File: config.mk
export PLATFORM = sky130hd
export DESIGN_NAME = gmii_tx_arbiter
export DESIGN_NICKNAME = d
export VERILOG_FILES = /design/src/rtl/gmii_tx_arbiter.sv
export SDC_FILE = /design/constraint.sdc
export NUM_CORES = 1
export LEC_CHECK = 0
export BUFFER_PORTS_ARGS = -buffer_cell sky130_fd_sc_hd__buf_2
export CAP_MARGIN = 5
export CORE_AREA = 8 8 89 91
export CTS_CLUSTER_SIZE = 28
export DETAILED_ROUTE_END_ITERATION = 12
export DIE_AREA = 0 0 97 99
export PLACE_DENSITY = 0.55
export SYNTH_ARGS = -nofsm -noshare
export SYNTH_HDL_FRONTEND = slang
export SYNTH_SLANG_ARGS = --single-unit
File: constraint.sdc
create_clock -name clock -period 1.8 [get_ports clock]
set_input_delay 0.09 -clock clock [delete_from_list [all_inputs] [get_ports clock]]
set_output_delay 0.09 -clock clock [all_outputs]
set_load 0.1 [all_outputs]
File: src/rtl/gmii_tx_arbiter.sv
// Round-robin arbiter sharing one GMII transmit path between two byte-stream frame sources.
// Adds preamble/SFD, enforces the inter-frame gap, flags underrun/oversize; optional FCS via GMII_TX_ARB_FCS_EN.
module gmii_tx_arbiter #(
  parameter int IFG_CYCLES      = 12,
  parameter int PREAMBLE_LEN    = 7,
  parameter int MAX_FRAME_BYTES = 1518
) (
  input  logic       clock,
  input  logic       reset,
  input  logic       enable,
  input  logic       req0_valid,
  input  logic [7:0] req0_data,
  input  logic       req0_last,
  output logic       req0_ready,
  input  logic       req1_valid,
  input  logic [7:0] req1_data,
  input  logic       req1_last,
  output logic       req1_ready,
  output logic [7:0] gmii_txd,
  output logic       gmii_tx_en,
  output logic       gmii_tx_er,
  output logic [1:0] grant,
  output logic       busy,
  output logic       frame_done,
  output logic       frame_abort,
  output logic [2:0] state_dbg
);

  // Source handshake: a byte moves on any rising edge where valid and ready are both high;
  // ready is only offered to the granted source, in SFD/DATA (bytes sent) and DRAIN (bytes dropped).

  localparam int BCW = $clog2(MAX_FRAME_BYTES + 1);
  localparam int PCW = $clog2(PREAMBLE_LEN + 1);
  localparam int ICW = $clog2(IFG_CYCLES + 1);

`ifdef GMII_TX_ARB_FCS_EN
  typedef enum logic [2:0] {
    ST_IDLE  = 3'd0,
    ST_PRE   = 3'd1,
    ST_SFD   = 3'd2,
    ST_DATA  = 3'd3,
    ST_FCS   = 3'd4,
    ST_DRAIN = 3'd5,
    ST_IFG   = 3'd6
  } state_t;
`else
  typedef enum logic [2:0] {
    ST_IDLE  = 3'd0,
    ST_PRE   = 3'd1,
    ST_SFD   = 3'd2,
    ST_DATA  = 3'd3,
    ST_DRAIN = 3'd5,
    ST_IFG   = 3'd6
  } state_t;
`endif

  state_t         state;
  logic [BCW-1:0] byte_cnt;
  logic [PCW-1:0] pre_cnt;
  logic [ICW-1:0] low_cnt;
  logic           last_grant;

`ifdef GMII_TX_ARB_FCS_EN
  logic [31:0]    crc;
  logic [1:0]     fcs_cnt;
  logic [31:0]    crc_final;

  function automatic logic [31:0] crc32_byte(input logic [31:0] c, input logic [7:0] d);
    logic [31:0] r;
    r = c ^ {24'h0, d};
    for (int i = 0; i < 8; i++) begin
      r = r[0] ? ((r >> 1) ^ 32'hEDB88320) : (r >> 1);
    end
    return r;
  endfunction

  assign crc_final = ~crc;
`endif

  logic       accepting;
  logic       sel_valid;
  logic       sel_last;
  logic [7:0] sel_data;
  logic       arb_hit;
  logic [1:0] arb_pick;
  logic       ifg_done;

  assign accepting  = (state == ST_SFD) || (state == ST_DATA) || (state == ST_DRAIN);
  assign req0_ready = grant[0] & accepting;
  assign req1_ready = grant[1] & accepting;
  assign busy       = (state != ST_IDLE);
  assign state_dbg  = state;

  assign sel_valid = grant[1] ? req1_valid : req0_valid;
  assign sel_last  = grant[1] ? req1_last  : req0_last;
  assign sel_data  = grant[1] ? req1_data  : req0_data;

  // low_cnt holds the number of earlier consecutive tx_en-low cycles, so the gap is met
  // during the cycle that is itself the IFG_CYCLES-th low cycle.
  assign ifg_done = !gmii_tx_en && (low_cnt >= ICW'(IFG_CYCLES - 1));

  always_comb begin
    arb_hit  = enable & (req0_valid | req1_valid);
    arb_pick = 2'b10;
    if (req0_valid && req1_valid) begin
      arb_pick = last_grant ? 2'b01 : 2'b10;
    end else if (req0_valid) begin
      arb_pick = 2'b01;
    end
  end

  always_ff @(posedge clock or posedge reset) begin
    if (reset) begin
      state       <= ST_IDLE;
      byte_cnt    <= '0;
      pre_cnt     <= '0;
      low_cnt     <= '0;
      last_grant  <= 1'b1;
      grant       <= 2'b00;
      gmii_txd    <= 8'h00;
      gmii_tx_en  <= 1'b0;
      gmii_tx_er  <= 1'b0;
      frame_done  <= 1'b0;
      frame_abort <= 1'b0;
`ifdef GMII_TX_ARB_FCS_EN
      crc         <= 32'hFFFFFFFF;
      fcs_cnt     <= 2'd0;
`endif
    end else begin
      frame_done  <= 1'b0;
      frame_abort <= 1'b0;
      gmii_tx_er  <= 1'b0;

      if (gmii_tx_en) begin
        low_cnt <= '0;
      end else if (low_cnt != ICW'(IFG_CYCLES)) begin
        low_cnt <= low_cnt + ICW'(1);
      end

      case (state)
        ST_IDLE, ST_IFG: begin
          gmii_tx_en <= 1'b0;
          gmii_txd   <= 8'h00;
          if (state == ST_IFG) begin
            frame_done <= gmii_tx_en & ~gmii_tx_er;
          end
          if (arb_hit && (state == ST_IDLE || ifg_done)) begin
            grant      <= arb_pick;
            last_grant <= arb_pick[1];
            gmii_tx_en <= 1'b1;
            gmii_txd   <= 8'h55;
            pre_cnt    <= PCW'(1);
            byte_cnt   <= '0;
`ifdef GMII_TX_ARB_FCS_EN
            crc        <= 32'hFFFFFFFF;
`endif
            state      <= ST_PRE;
          end else if (state == ST_IFG && ifg_done) begin
            state <= ST_IDLE;
          end
        end

        ST_PRE: begin
          gmii_tx_en <= 1'b1;
          if (pre_cnt == PCW'(PREAMBLE_LEN)) begin
            gmii_txd <= 8'hD5;
            state    <= ST_SFD;
          end else begin
            gmii_txd <= 8'h55;
            pre_cnt  <= pre_cnt + PCW'(1);
          end
        end

        ST_SFD, ST_DATA: begin
          gmii_tx_en <= 1'b1;
          if (byte_cnt == BCW'(MAX_FRAME_BYTES) || !sel_valid) begin
            // Error byte; a last byte accepted in this same cycle ends the frame right away.
            gmii_tx_er  <= 1'b1;
            gmii_txd    <= 8'h00;
            frame_abort <= 1'b1;
            if (sel_valid && sel_last) begin
              grant <= 2'b00;
              state <= ST_IFG;
            end else begin
              state <= ST_DRAIN;
            end
          end else begin
            gmii_txd <= sel_data;
            byte_cnt <= byte_cnt + BCW'(1);
`ifdef GMII_TX_ARB_FCS_EN
            crc      <= crc32_byte(crc, sel_data);
`endif
            if (sel_last) begin
`ifdef GMII_TX_ARB_FCS_EN
              fcs_cnt <= 2'd0;
              state   <= ST_FCS;
`else
              grant   <= 2'b00;
              state   <= ST_IFG;
`endif
            end else begin
              state <= ST_DATA;
            end
          end
        end

`ifdef GMII_TX_ARB_FCS_EN
        ST_FCS: begin
          gmii_tx_en <= 1'b1;
          gmii_txd   <= crc_final[{fcs_cnt, 3'b000} +: 8];
          fcs_cnt    <= fcs_cnt + 2'd1;
          if (fcs_cnt == 2'd3) begin
            grant <= 2'b00;
            state <= ST_IFG;
          end
        end
`endif

        ST_DRAIN: begin
          gmii_tx_en <= 1'b0;
          gmii_txd   <= 8'h00;
          if (sel_valid && sel_last) begin
            grant <= 2'b00;
            state <= ST_IFG;
          end
        end

        default: begin
          gmii_tx_en <= 1'b0;
          gmii_txd   <= 8'h00;
          grant      <= 2'b00;
          state      <= ST_IDLE;
        end
      endcase
    end
  end

endmodule
Word-level counts from Yosys, hierarchy flattened:

Cells that the tools add are included.

* add/subtract/negate cells: 3
* multiply operators: 0
* divide/modulo/power cells: 0
* magnitude comparators: 1
* eq/ne operators: 15
* shift-type cells: 0
* muxes and demuxes: 37
* bitwise operators: 7
* reduce and logical (&&, ||, !) cells: 24

Operators with widths (count)
* 2-to-1 mux 3 bit: 8
* 2-to-1 mux 8 bit: 3
* one-hot mux 8 bit (3 select lines): 1
* 2-to-1 mux 11 bit: 2
* one-hot mux 11 bit (2 select lines): 1
* 2-to-1 mux 2 bit: 8
* one-hot mux 3 bit (4 select lines): 1
* AND reduction 3 bit: 4
* adder 11 x 1 -> 11 bit, second input constant: 1
* equality test 11 bit, second input constant: 1
* equality test 3 bit, second input constant: 3
* 2-to-1 mux 4 bit: 2
* inequality test 2 bit, second input constant: 4
* one-hot mux 2 bit (4 select lines): 1
* 2-to-1 mux 1 bit: 7
* 2-to-1 mux 7 bit: 1
* equality test 3 x 2 -> 1 bit, second input constant: 2
* inequality test 3 bit, second input constant: 2
* one-hot mux 3 bit (2 select lines): 1
* nonzero test 2 bit: 3
* logical AND 1 bit: 5
* adder 4 x 1 -> 4 bit, second input constant: 1
* AND 1 bit: 4
* >= comparator 4 bit, second input constant: 1
* 14 further kinds: 20

* register bits after elaboration: 35
* bits in latches: 0
* memory bits (writable): 0
* memory bits (read-only): 0
* input port bits: 23
* output and inout bits: 20
* word-level logic and storage cells: 97
* memories kept: 0

Depth between registers and ports, before layout:

Gate-level depths: netlist (run 1).

* depth after elaboration: 6
* mapped depth: 7
* mapped depth without buffers: 7

Worst setup path after synthesis (run 1):

OpenSTA, ideal clock, no wires.

* path type: reg-to-output
* from: register grant[1]
* to: output port req1_ready
* arrival: 2.443 ns
* data required time: 1.710 ns
* path slack: -0.733 ns
* cell stages (with the launch flop): 4
* buffers on the path: 2
* path through: dfrtp_1 buf_2 buf_1 and2_1

* word-level cells in the longest chain between the ends: 1

Ends and longest elaborated chain
* start, declared: line 22 `output logic [1:0] grant,`
* start signal, assigned: line 148 `grant <= arb_pick;`
* AND 1 bit: line 90 `assign req1_ready = grant[1] & accepting;`
* end, declared: line 18 `output logic req1_ready,`

Every way passes these cells.

Worst setup path in the final report (run 1):

* from: register state[1] (netlist: state_dbg[1])
* to: output port req1_ready

* word-level cells in the longest chain between the ends: 4
* elaborated cells between the ends (all ways): 6
* classes of those cells: eq/ne: 3; bitwise: 1; reduce/logical: 2

Ends and longest elaborated chain
* start, declared: line 57 `state_t state;`
* start signal, assigned: line 114 `state <= ST_IDLE;`
* start signal, assigned: line 157 `state <= ST_PRE;`
* start signal, assigned: line 159 `state <= ST_IDLE;`
* equality test 3 x 2 -> 1 bit: line 88 `assign accepting = (state == ST_SFD) || (state == ST_DATA) || (state == ST_DRAIN);`
* logical OR 1 bit: line 88
* logical OR 1 bit (*): line 88
* AND 1 bit (*): line 90

Mark *: on every way between the ends. The rest lies on a longest branch, timed or not.

==> impl_metrics.prom, run 1 <==
# TYPE chip_impl_metric gauge
chip_impl_metric{name="internal_power",unit="mW"} 1.95
chip_impl_metric{name="hold_depth",unit=""} 3
chip_impl_info{name="holdPathEnd",value="gmii_txd[3]"} 1
chip_impl_metric{name="cts-root-to-sink-buffers",unit=""} 2
chip_impl_metric{name="post_synthesis_net_count",unit=""} 212
chip_impl_info{name="hold_path.class",value="input pin to flip-flop"} 1
chip_impl_info{name="hold_path.startpoint",value="req0_data[3]"} 1
chip_impl_metric{name="final_layout_size_suffix_gt1_share",unit="%"} 34.6
chip_impl_metric{name="count_of_final_max_slew_check_failures",unit=""} 0
chip_impl_metric{name="async_reset_ff_share",unit="%"} 100
chip_impl_metric{name="p_comb_share",unit="%"} 57.0
chip_impl_metric{name="p_sw_share",unit="%"} 51.2
chip_impl_metric{name="syn_to_final_growth",unit="%"} 27.8
chip_impl_metric{name="nets",unit=""} 268
chip_impl_metric{name="antenna_cells",unit=""} 0
chip_impl_info{name="timing.rr.start",value="byte_cnt[7]"} 1
chip_impl_metric{name="synth.cell_area",unit="mm2"} 0.00188
chip_impl_info{name="clock-root-buffer",value="clkbuf_8"} 1
chip_impl_metric{name="cp.arrival",unit="ns"} 1.62
chip_impl_metric{name="insertion_delay",unit="ns"} 0.28
chip_impl_metric{name="synthesis.instances",unit=""} 183
chip_impl_metric{name="cts_inserted_buffers",unit=""} 5
chip_impl_metric{name="finish.instance_area",unit="mm2"} 0.00240
chip_impl_metric{name="maxCapViolations",unit=""} 0
chip_impl_metric{name="critPathMaxFanout",unit=""} 12
chip_impl_metric{name="max-slew-margin-rel",unit="%"} 67.1
chip_impl_metric{name="multi_input_area",unit="um2"} 950
chip_impl_metric{name="critPathRequiredTime",unit="ns"} 1.71
chip_impl_metric{name="floorplan.die_area",unit="mm2"} 0.00960
chip_impl_metric{name="max-vdd-ir-drop",unit="uV"} 1140
chip_impl_metric{name="finalHoldViolCount",unit=""} 0
chip_impl_metric{name="post_layout_instance_count_excluding_filler_cells",unit=""} 320
chip_impl_metric{name="dp.cells",unit=""} 311
chip_impl_metric{name="finalWorstPathRequiredPeriod",unit="ns"} 1.71
chip_impl_metric{name="pwr_density_cell",unit="mW/mm2"} 1660
chip_impl_metric{name="final_core_area_utilization",unit="%"} 36.5
chip_impl_info{name="outcome",value="completed"} 1
chip_impl_metric{name="drc",unit=""} 0
chip_impl_metric{name="total_leakage_power",unit="nW"} 1.14
chip_impl_metric{name="initial_utilization",unit="%"} 28.6
chip_impl_metric{name="worstRegToRegCells",unit=""} 5
chip_impl_metric{name="antenna_found_initial",unit=""} 0
chip_impl_info{name="classification_of_the_worst_setup_path",value="flip-flop to output pin"} 1
chip_impl_metric{name="detail_route.vias_per_cell",unit=""} 4.70
chip_impl_metric{name="place_hpwl",unit="um"} 3550
chip_impl_metric{name="die-width",unit="um"} 97
chip_impl_metric{name="whs",unit="ns"} 0.0467
chip_impl_metric{name="dr.first_iter.drc_count",unit=""} 67
chip_impl_metric{name="finalClockSkew",unit="ns"} 0.00237
chip_impl_metric{name="design.core.area",unit="mm2"} 0.00657
chip_impl_metric{name="layout.area.seq",unit="um2"} 893
chip_impl_metric{name="slew_at_the_pin_closest_to_its_max_slew_limit",unit="ns"} 0.496
chip_impl_metric{name="totalWireLength",unit="um"} 4570
chip_impl_metric{name="global_route.usage.total",unit="%"} 9.73
chip_impl_metric{name="regToRegSetupSlack",unit="ns"} 0.11
chip_impl_metric{name="ff_latch_count_synth",unit=""} 35
chip_impl_metric{name="synth.yosys.warnings",unit=""} 0
chip_impl_metric{name="overflow",unit=""} 0
chip_impl_metric{name="p_seq_share",unit="%"} 29.3
chip_impl_metric{name="fillers",unit=""} 667
chip_impl_metric{name="dr.pass1.iters",unit=""} 4
chip_impl_info{name="yosys_most_used_dff",value="dfrtp_1"} 1
chip_impl_info{name="setup_repair_after_global_routing_missed_its_margin",value="true"} 1
chip_impl_metric{name="cts_setup_buffers",unit=""} 0
chip_impl_metric{name="cts-htree-levels",unit=""} 2
chip_impl_metric{name="cts.clk_slew.worst_paths",unit="ns"} 0.07
chip_impl_metric{name="synth-seq-area-share",unit="%"} 46.7
chip_impl_metric{name="route.detailed.wl_per_inst",unit="um"} 14.3
chip_impl_metric{name="final_antenna_net_count",unit=""} 0
chip_impl_metric{name="postPlaceCellArea",unit="mm2"} 0.00230
chip_impl_info{name="worstSetupEndpointType",value="output pin"} 1
chip_impl_metric{name="die_height",unit="um"} 99
chip_impl_metric{name="gp_routability_congestion",unit=""} 0.789
chip_impl_metric{name="top_level_ports",unit=""} 43
chip_impl_metric{name="first_pass_grt_wire_length",unit="um"} 7810
chip_impl_metric{name="std_cell_rows",unit=""} 30
chip_impl_metric{name="vias_in_the_first_global_route",unit=""} 1651
chip_impl_metric{name="maximum_operating_frequency",unit="MHz"} 586
chip_impl_metric{name="timing.final.setup_violations",unit=""} 0
chip_impl_metric{name="syn_avg_cell_area",unit="um2"} 10.3
chip_impl_metric{name="routed-via-count",unit=""} 1505
chip_impl_metric{name="grt_start_max_net_pins",unit=""} 36
chip_impl_metric{name="portBuffers",unit=""} 42
chip_impl_metric{name="fin_crit_sh",unit="%"} 94.9
chip_impl_metric{name="synth_enable_flop_cells",unit=""} 0
chip_impl_info{name="clock_tree_from_tritoncts",value="done"} 1
chip_impl_info{name="crit_path_start_kind",value="flip-flop"} 1
chip_impl_metric{name="number_of_distinct_standard_cells_referenced_by_the_synthesized_netlist",unit=""} 45
chip_impl_info{name="endpoint_of_the_worst_register_to_register_path",value="byte_cnt[8]"} 1
chip_impl_metric{name="net_switching_power",unit="mW"} 2.04
chip_impl_metric{name="clock_power_share",unit="%"} 13.7
chip_impl_metric{name="cts_num_sinks",unit=""} 35
## logic make-up after synthesis
kind of cell	share of synthesized area [%]
and+or+nand+nor	19.4
AOI/OAI and AO/OA	15.0
muxes	6.67
xor gates and xnor gates	4.67
DFF	46.7
adders and majority gates	4.00
buffers and inverters	3.53
## placed cells by master (no fill, tap or decap), types with 2 or more instances in the layout
master    count
a21o_1        3
a21oi_1       2
a22o_1        3
a31oi_1       3
and2_1        2
and2_2        3
and3_1        3
buf_12        2
buf_2        40
buf_4        13
clkbuf_1      2
clkbuf_8      5
dfrtp_1      29
dfrtp_4       4
ha_1          6
inv_1         7
mux2i_1      10
nand2_1      12
nand2b_1      4
nand3_1       8
nand4_1       5
nor2_1       19
nor2_2        3
nor2b_1       2
nor3_1        2
o21a_1        2
o21ai_0      13
xor2_1        9
## power groups by stage
stage / clock [mW] / sequential [mW] / combinational [mW]
4_1_cts: 0.574 / 1.17 / 2.30
3_5_place_dp: 0 / 1.19 / 2.30
3_3_place_gp: 0 / 1.18 / 2.28
5_1_grt: 0.609 / 1.20 / 2.45
6_report: 0.547 / 1.17 / 2.28
2_1_floorplan: 0 / 1.95 / 0.986
## final cells by class
class                   count  area share [%]
clock buffers               7            3.18
clock inverters             1           0.209
inverters                   7            1.10
multi-input cells         134            39.6
flip-flops and latches     35            37.2
well taps                  80            4.17
repair buffers             56            14.5
## sequential cells by signal, indices dropped and copies added, names as in the netlist
| signal | flops |
|---|---|
| byte_cnt | 11 |
| gmii_txd | 8 |
| low_cnt | 4 |
| pre_cnt | 3 |
| state_dbg | 3 |
| grant | 2 |
| frame_abort | 1 |
| frame_done | 1 |
| gmii_tx_en | 1 |
| last_grant | 1 |
## metal layers
metal  vias to the layer above  wire [um]  global-route usage [%]
met3                         4        251                    3.08
li1                        749          -                       -
met4                         0         46                    3.55
met1                       708       2230                    12.3
met2                        44       2040                    15.1
met5                         -          0                       0
## how the worst max path moves through the flow
stage | start | to | slack, ns | depth (start not counted)
floorplan | grant[1] | req1_ready | -0.04 | 3
global placement | byte_cnt[0] | byte_cnt[1] | 0.08 | 7
finish | state_dbg[1] | req1_ready | 0.09 | 5
CTS | state_dbg[1] | req1_ready | 0.01 | 5
detailed placement | byte_cnt[0] | byte_cnt[8] | 0.04 | 7
global route | state_dbg[2] | last_grant | -0.003 | 7
## stage by stage
stage	setup TNS, ns	setup WS [ns]	power (mW)
4_1_cts	0	0.0145	4.05
3_3_place_gp	0	0.0753	3.46
2_1_floorplan	-0.0387	-0.0387	2.93
3_5_place_dp	0	0.0442	3.48
6_report	0	0.0923	3.99
5_1_grt	-0.00301	-0.00251	4.26
## cells in the mapped netlist (2+ instances only)
library cell	number	area (um2)
ha_1	6	75.1
nor2b_1	3	18.8
nor2_1	19	71.3
dfrtp_1	34	851
a21oi_1	2	10.0
a21o_1	3	22.5
inv_1	7	26.3
nand4_1	5	31.3
nand3_1	8	40.0
mux2i_1	10	100
and2_1	4	25.0
a31oi_1	3	18.8
nor2_2	3	18.8
o21a_1	2	15.0
buf_2	2	10.0
buf_4	3	22.5
nand2_1	13	48.8
nand2b_1	4	25.0
and3_1	3	18.8
xor2_1	9	78.8
a22o_1	3	26.3
o21ai_0	13	65.1
nor3_1	2	10.0
## worst max-delay path, stage by stage, from the launching register on
cell and delay [ns]:
dfrtp_4 0.54, nand2b_1 0.18, buf_4 0.17, nand2_1 0.07
and2_2 0.21, buf_12 0.16
## repair_timing
item                                    CTS  global route
hold buffers                              1             0
endpoints found under the setup margin    0            10
gates resized for setup                   0             2
hold endpoints to repair                 34             0
(Power assumes the default switching activity.)
==> run 2, diff against run 1 <==
--- a/config.mk
+++ b/config.mk
@@ -5,12 +5,13 @@
 export SDC_FILE = /design/constraint.sdc
 export NUM_CORES = 1
 export LEC_CHECK = 0
+export ABC_AREA = 1
 export BUFFER_PORTS_ARGS = -buffer_cell sky130_fd_sc_hd__buf_2
 export CAP_MARGIN = 5
-export CORE_AREA = 8 8 89 91
+export CORE_AREA = 8 8 94 96
 export CTS_CLUSTER_SIZE = 28
 export DETAILED_ROUTE_END_ITERATION = 12
-export DIE_AREA = 0 0 97 99
+export DIE_AREA = 0 0 102 104
 export PLACE_DENSITY = 0.55
 export SYNTH_ARGS = -nofsm -noshare
 export SYNTH_HDL_FRONTEND = slang
==> impl_metrics.prom, run 2 <==
# TYPE chip_impl_metric gauge
chip_impl_metric{name="synth.yosys.warnings",unit=""} 0
chip_impl_info{name="synthDominantAreaCellType",value="dfrtp_1"} 1
chip_impl_metric{name="timing.final.setup_violations",unit=""} 0
chip_impl_metric{name="cts_num_sinks",unit=""} 35
chip_impl_metric{name="dr.pass1.iters",unit=""} 5
chip_impl_metric{name="design.core.area",unit="mm2"} 0.00745
chip_impl_info{name="hold_path.class",value="input pin to flip-flop"} 1
chip_impl_metric{name="worstRegToRegCells",unit=""} 10
chip_impl_metric{name="die-width",unit="um"} 102
chip_impl_info{name="largest_registers",value="byte_cnt (11), gmii_txd (8), low_cnt (4)"} 1
chip_impl_info{name="timing.rr.start",value="byte_cnt[0]"} 1
chip_impl_metric{name="synth.cell_area",unit="mm2"} 0.00214
chip_impl_info{name="most_common_cell_after_layout_fill_and_taps_aside",value="nand2_1"} 1
chip_impl_metric{name="async_reset_ff_share",unit="%"} 100
chip_impl_metric{name="net_switching_power",unit="mW"} 2.75
chip_impl_metric{name="max-slew-margin-rel",unit="%"} 65.7
chip_impl_metric{name="regToRegSetupSlack",unit="ns"} 0.23
chip_impl_info{name="outcome",value="completed"} 1
chip_impl_metric{name="final_layout_size_suffix_gt1_share",unit="%"} 31.1
chip_impl_info{name="top_register",value="byte_cnt"} 1
chip_impl_metric{name="critPathMaxFanout",unit=""} 5
chip_impl_info{name="clock_tree_from_tritoncts",value="done"} 1
chip_impl_info{name="hold_path.startpoint",value="req0_data[3]"} 1
chip_impl_info{name="crit_path_start_kind",value="flip-flop"} 1
chip_impl_metric{name="p_seq_share",unit="%"} 24.1
chip_impl_info{name="post-synth-top-count-cell",value="nand2_1"} 1
chip_impl_metric{name="routed-via-count",unit=""} 1975
chip_impl_metric{name="synth_top_area_share",unit="%"} 39.8
chip_impl_metric{name="synth-seq-area-share",unit="%"} 41.0
chip_impl_metric{name="finalHoldViolCount",unit=""} 0
chip_impl_metric{name="synth_enable_flop_cells",unit=""} 0
chip_impl_info{name="holdPathEnd",value="gmii_txd[3]"} 1
chip_impl_metric{name="route.detailed.wl_per_inst",unit="um"} 12.2
chip_impl_metric{name="std_cell_rows",unit=""} 32
chip_impl_metric{name="postPlaceCellArea",unit="mm2"} 0.00257
chip_impl_metric{name="internal_power",unit="mW"} 2.13
chip_impl_metric{name="fin_crit_sh",unit="%"} 96.4
chip_impl_metric{name="syn_to_final_growth",unit="%"} 27.7
chip_impl_metric{name="overflow",unit=""} 0
chip_impl_metric{name="global_route.usage.total",unit="%"} 10.5
chip_impl_metric{name="initial_utilization",unit="%"} 28.7
chip_impl_metric{name="portBuffers",unit=""} 42
chip_impl_metric{name="max-vdd-ir-drop",unit="uV"} 1160
chip_impl_info{name="yosys_most_used_dff",value="dfrtp_1"} 1
chip_impl_metric{name="syn_avg_cell_area",unit="um2"} 7.39
chip_impl_info{name="clock-root-buffer",value="clkbuf_8"} 1
chip_impl_metric{name="cts-root-to-sink-buffers",unit=""} 2
chip_impl_metric{name="finish.instance_area",unit="mm2"} 0.00273
chip_impl_metric{name="grt_start_max_net_pins",unit=""} 36
chip_impl_metric{name="maxCapViolations",unit=""} 0
chip_impl_metric{name="p_comb_share",unit="%"} 60.6
chip_impl_metric{name="count_of_final_max_slew_check_failures",unit=""} 0
chip_impl_metric{name="top_level_ports",unit=""} 43
chip_impl_metric{name="drc",unit=""} 0
chip_impl_metric{name="die_height",unit="um"} 104
chip_impl_metric{name="clock_power_share",unit="%"} 15.3
chip_impl_info{name="worstSetupEndpointType",value="output pin"} 1
chip_impl_metric{name="cts.clk_slew.worst_paths",unit="ns"} 0.07
chip_impl_metric{name="p_sw_share",unit="%"} 56.3
chip_impl_metric{name="vias_in_the_first_global_route",unit=""} 1884
chip_impl_metric{name="ff_latch_count_synth",unit=""} 35
chip_impl_metric{name="dr.first_iter.drc_count",unit=""} 90
chip_impl_metric{name="setup_ws",unit="ns"} 0.0644
chip_impl_metric{name="hold_depth",unit=""} 3
chip_impl_metric{name="pwr_density_cell",unit="mW/mm2"} 1790
chip_impl_metric{name="nets",unit=""} 369
chip_impl_info{name="synth_top_cells_by_area",value="dfrtp_1, nand2_1, nand3_1, inv_1, o21ai_2"} 1
chip_impl_metric{name="slew_at_the_pin_closest_to_its_max_slew_limit",unit="ns"} 0.510
chip_impl_metric{name="maximum_operating_frequency",unit="MHz"} 576
chip_impl_metric{name="synthesis.instances",unit=""} 289
chip_impl_metric{name="antenna_found_initial",unit=""} 0
chip_impl_info{name="layout_common_cells",value="nand2_1, buf_2, inv_1"} 1
chip_impl_metric{name="post_synthesis_net_count",unit=""} 318
chip_impl_metric{name="largest_register_ff_count",unit=""} 11
chip_impl_metric{name="floorplan.die_area",unit="mm2"} 0.0106
chip_impl_info{name="classification_of_the_worst_setup_path",value="flip-flop to output pin"} 1
chip_impl_metric{name="detail_route.vias_per_cell",unit=""} 4.46
chip_impl_metric{name="first_pass_grt_wire_length",unit="um"} 8890
chip_impl_metric{name="totalWireLength",unit="um"} 5390
chip_impl_metric{name="cts-htree-levels",unit=""} 2
chip_impl_metric{name="finalClockSkew",unit="ns"} 0.00455
chip_impl_metric{name="insertion_delay",unit="ns"} 0.30
chip_impl_metric{name="finalWorstPathRequiredPeriod",unit="ns"} 1.74
chip_impl_metric{name="cp.arrival",unit="ns"} 1.65
chip_impl_metric{name="critPathRequiredTime",unit="ns"} 1.71
chip_impl_metric{name="place_hpwl",unit="um"} 4050
chip_impl_metric{name="gp_routability_congestion",unit=""} 0.821
chip_impl_metric{name="final_antenna_net_count",unit=""} 0
chip_impl_metric{name="whs",unit="ns"} 0.0296
chip_impl_info{name="setup.worst_path.start",value="state_dbg[1]"} 1
chip_impl_info{name="synthTopCellsByCount",value="nand2_1, inv_1, dfrtp_1"} 1
chip_impl_metric{name="antenna_cells",unit=""} 0
chip_impl_info{name="endpoint_of_the_worst_register_to_register_path",value="byte_cnt[0]"} 1
chip_impl_metric{name="cts_inserted_buffers",unit=""} 5
chip_impl_metric{name="total_leakage_power",unit="nW"} 1.41
chip_impl_metric{name="place_ws",unit="ns"} 0.137
chip_impl_metric{name="number_of_distinct_standard_cells_referenced_by_the_synthesized_netlist",unit=""} 29
## run 2: cell count changes after synthesis, sizes merged, moves of 4 or more
| cell | delta |
|---|---|
| nand2 | +84 |
| mux2i | -11 |
| inv | +35 |
| a31oi | -4 |
| nor2 | -4 |
| or2 | +4 |
| xor2 | -7 |
| nand3 | +28 |
| nand2b | -4 |
| and2 | -5 |
| o21ai | +11 |
## run 2: repair_timing
| item | 4_1_cts | 5_1_grt |
|---|---|---|
| hold buffers | 1 | 0 |
| gates cloned | 0 | 1 |
| resized for setup | 1 | 2 |
| endpoints found under the hold margin | 34 | 0 |
| pin swaps | 1 | 0 |
| setup buffers | 1 | 0 |
| endpoints found under the setup margin | 2 | 12 |
## run 2: metrics by stage
step	power [mW]	TNS, ns	utilization, %	std cells
finish	4.88	0	36.6	443
global route	5.21	-0.00953	36.6	443
CTS	4.83	0	36.4	442
detailed placement	4.05	0	34.6	432
global placement	4.05	0	34.6	432
floorplan	3.56	-0.0608	-	289
## run 2: cell families (layout without fill, tap and decap cells)
family | count (synthesis) | after routing | synth area share [%]
AOI/OAI and AO/OA | 34 | 34 | 10.1
xor gates and xnor gates | 2 | 2 | 0.820
adders and majority gates | 6 | 6 | 3.51
buffers and inverters | 48 | 99 | 9.48
DFF | 35 | 35 | 41.0
and+or+nand+nor | 164 | 165 | 35.0
## run 2: power by group through the flow
stage	combinational [mW]	sequential, mW	clock [mW]
2_1_floorplan	1.57	1.99	0
3_3_place_gp	2.86	1.19	0
3_5_place_dp	2.86	1.19	0
4_1_cts	2.88	1.17	0.772
5_1_grt	3.20	1.21	0.796
6_report	2.95	1.18	0.747
## run 2: cell type report
class | instances | area, um2
clock buffer | 6 | 82.6
inverter | 42 | 163
sequential | 35 | 891
timing repair buffer | 49 | 295
fill | 811 | 4720
multi-input combinational | 207 | 1130
tap | 102 | 128
clock inverter | 2 | 35.0
## run 2: worst max-delay path by stage
stage	to	slack, ns
final	req0_ready	0.06
after global routing	req0_ready	-0.01
after CTS	req0_ready	0.05
after detailed placement	byte_cnt[0]	0.14
after global placement	byte_cnt[3]	0.15
after floorplan	req0_ready	-0.02
## run 2: critical path, cell delays in order, from the launching register on
cell and delay (ns):
dfrtp_4 0.52, nor2_2 0.14, inv_1 0.09, o21ai_1 0.16, inv_1 0.13, nor2_4 0.14
buf_12 0.18
## run 2: per-layer routing
metal	vias to the layer above	track usage, %	wire length (um)
li1	1025	-	-
met1	914	14.0	2650
met2	28	15.5	2450
met3	8	2.54	193
met4	0	4.41	93
met5	-	0	0
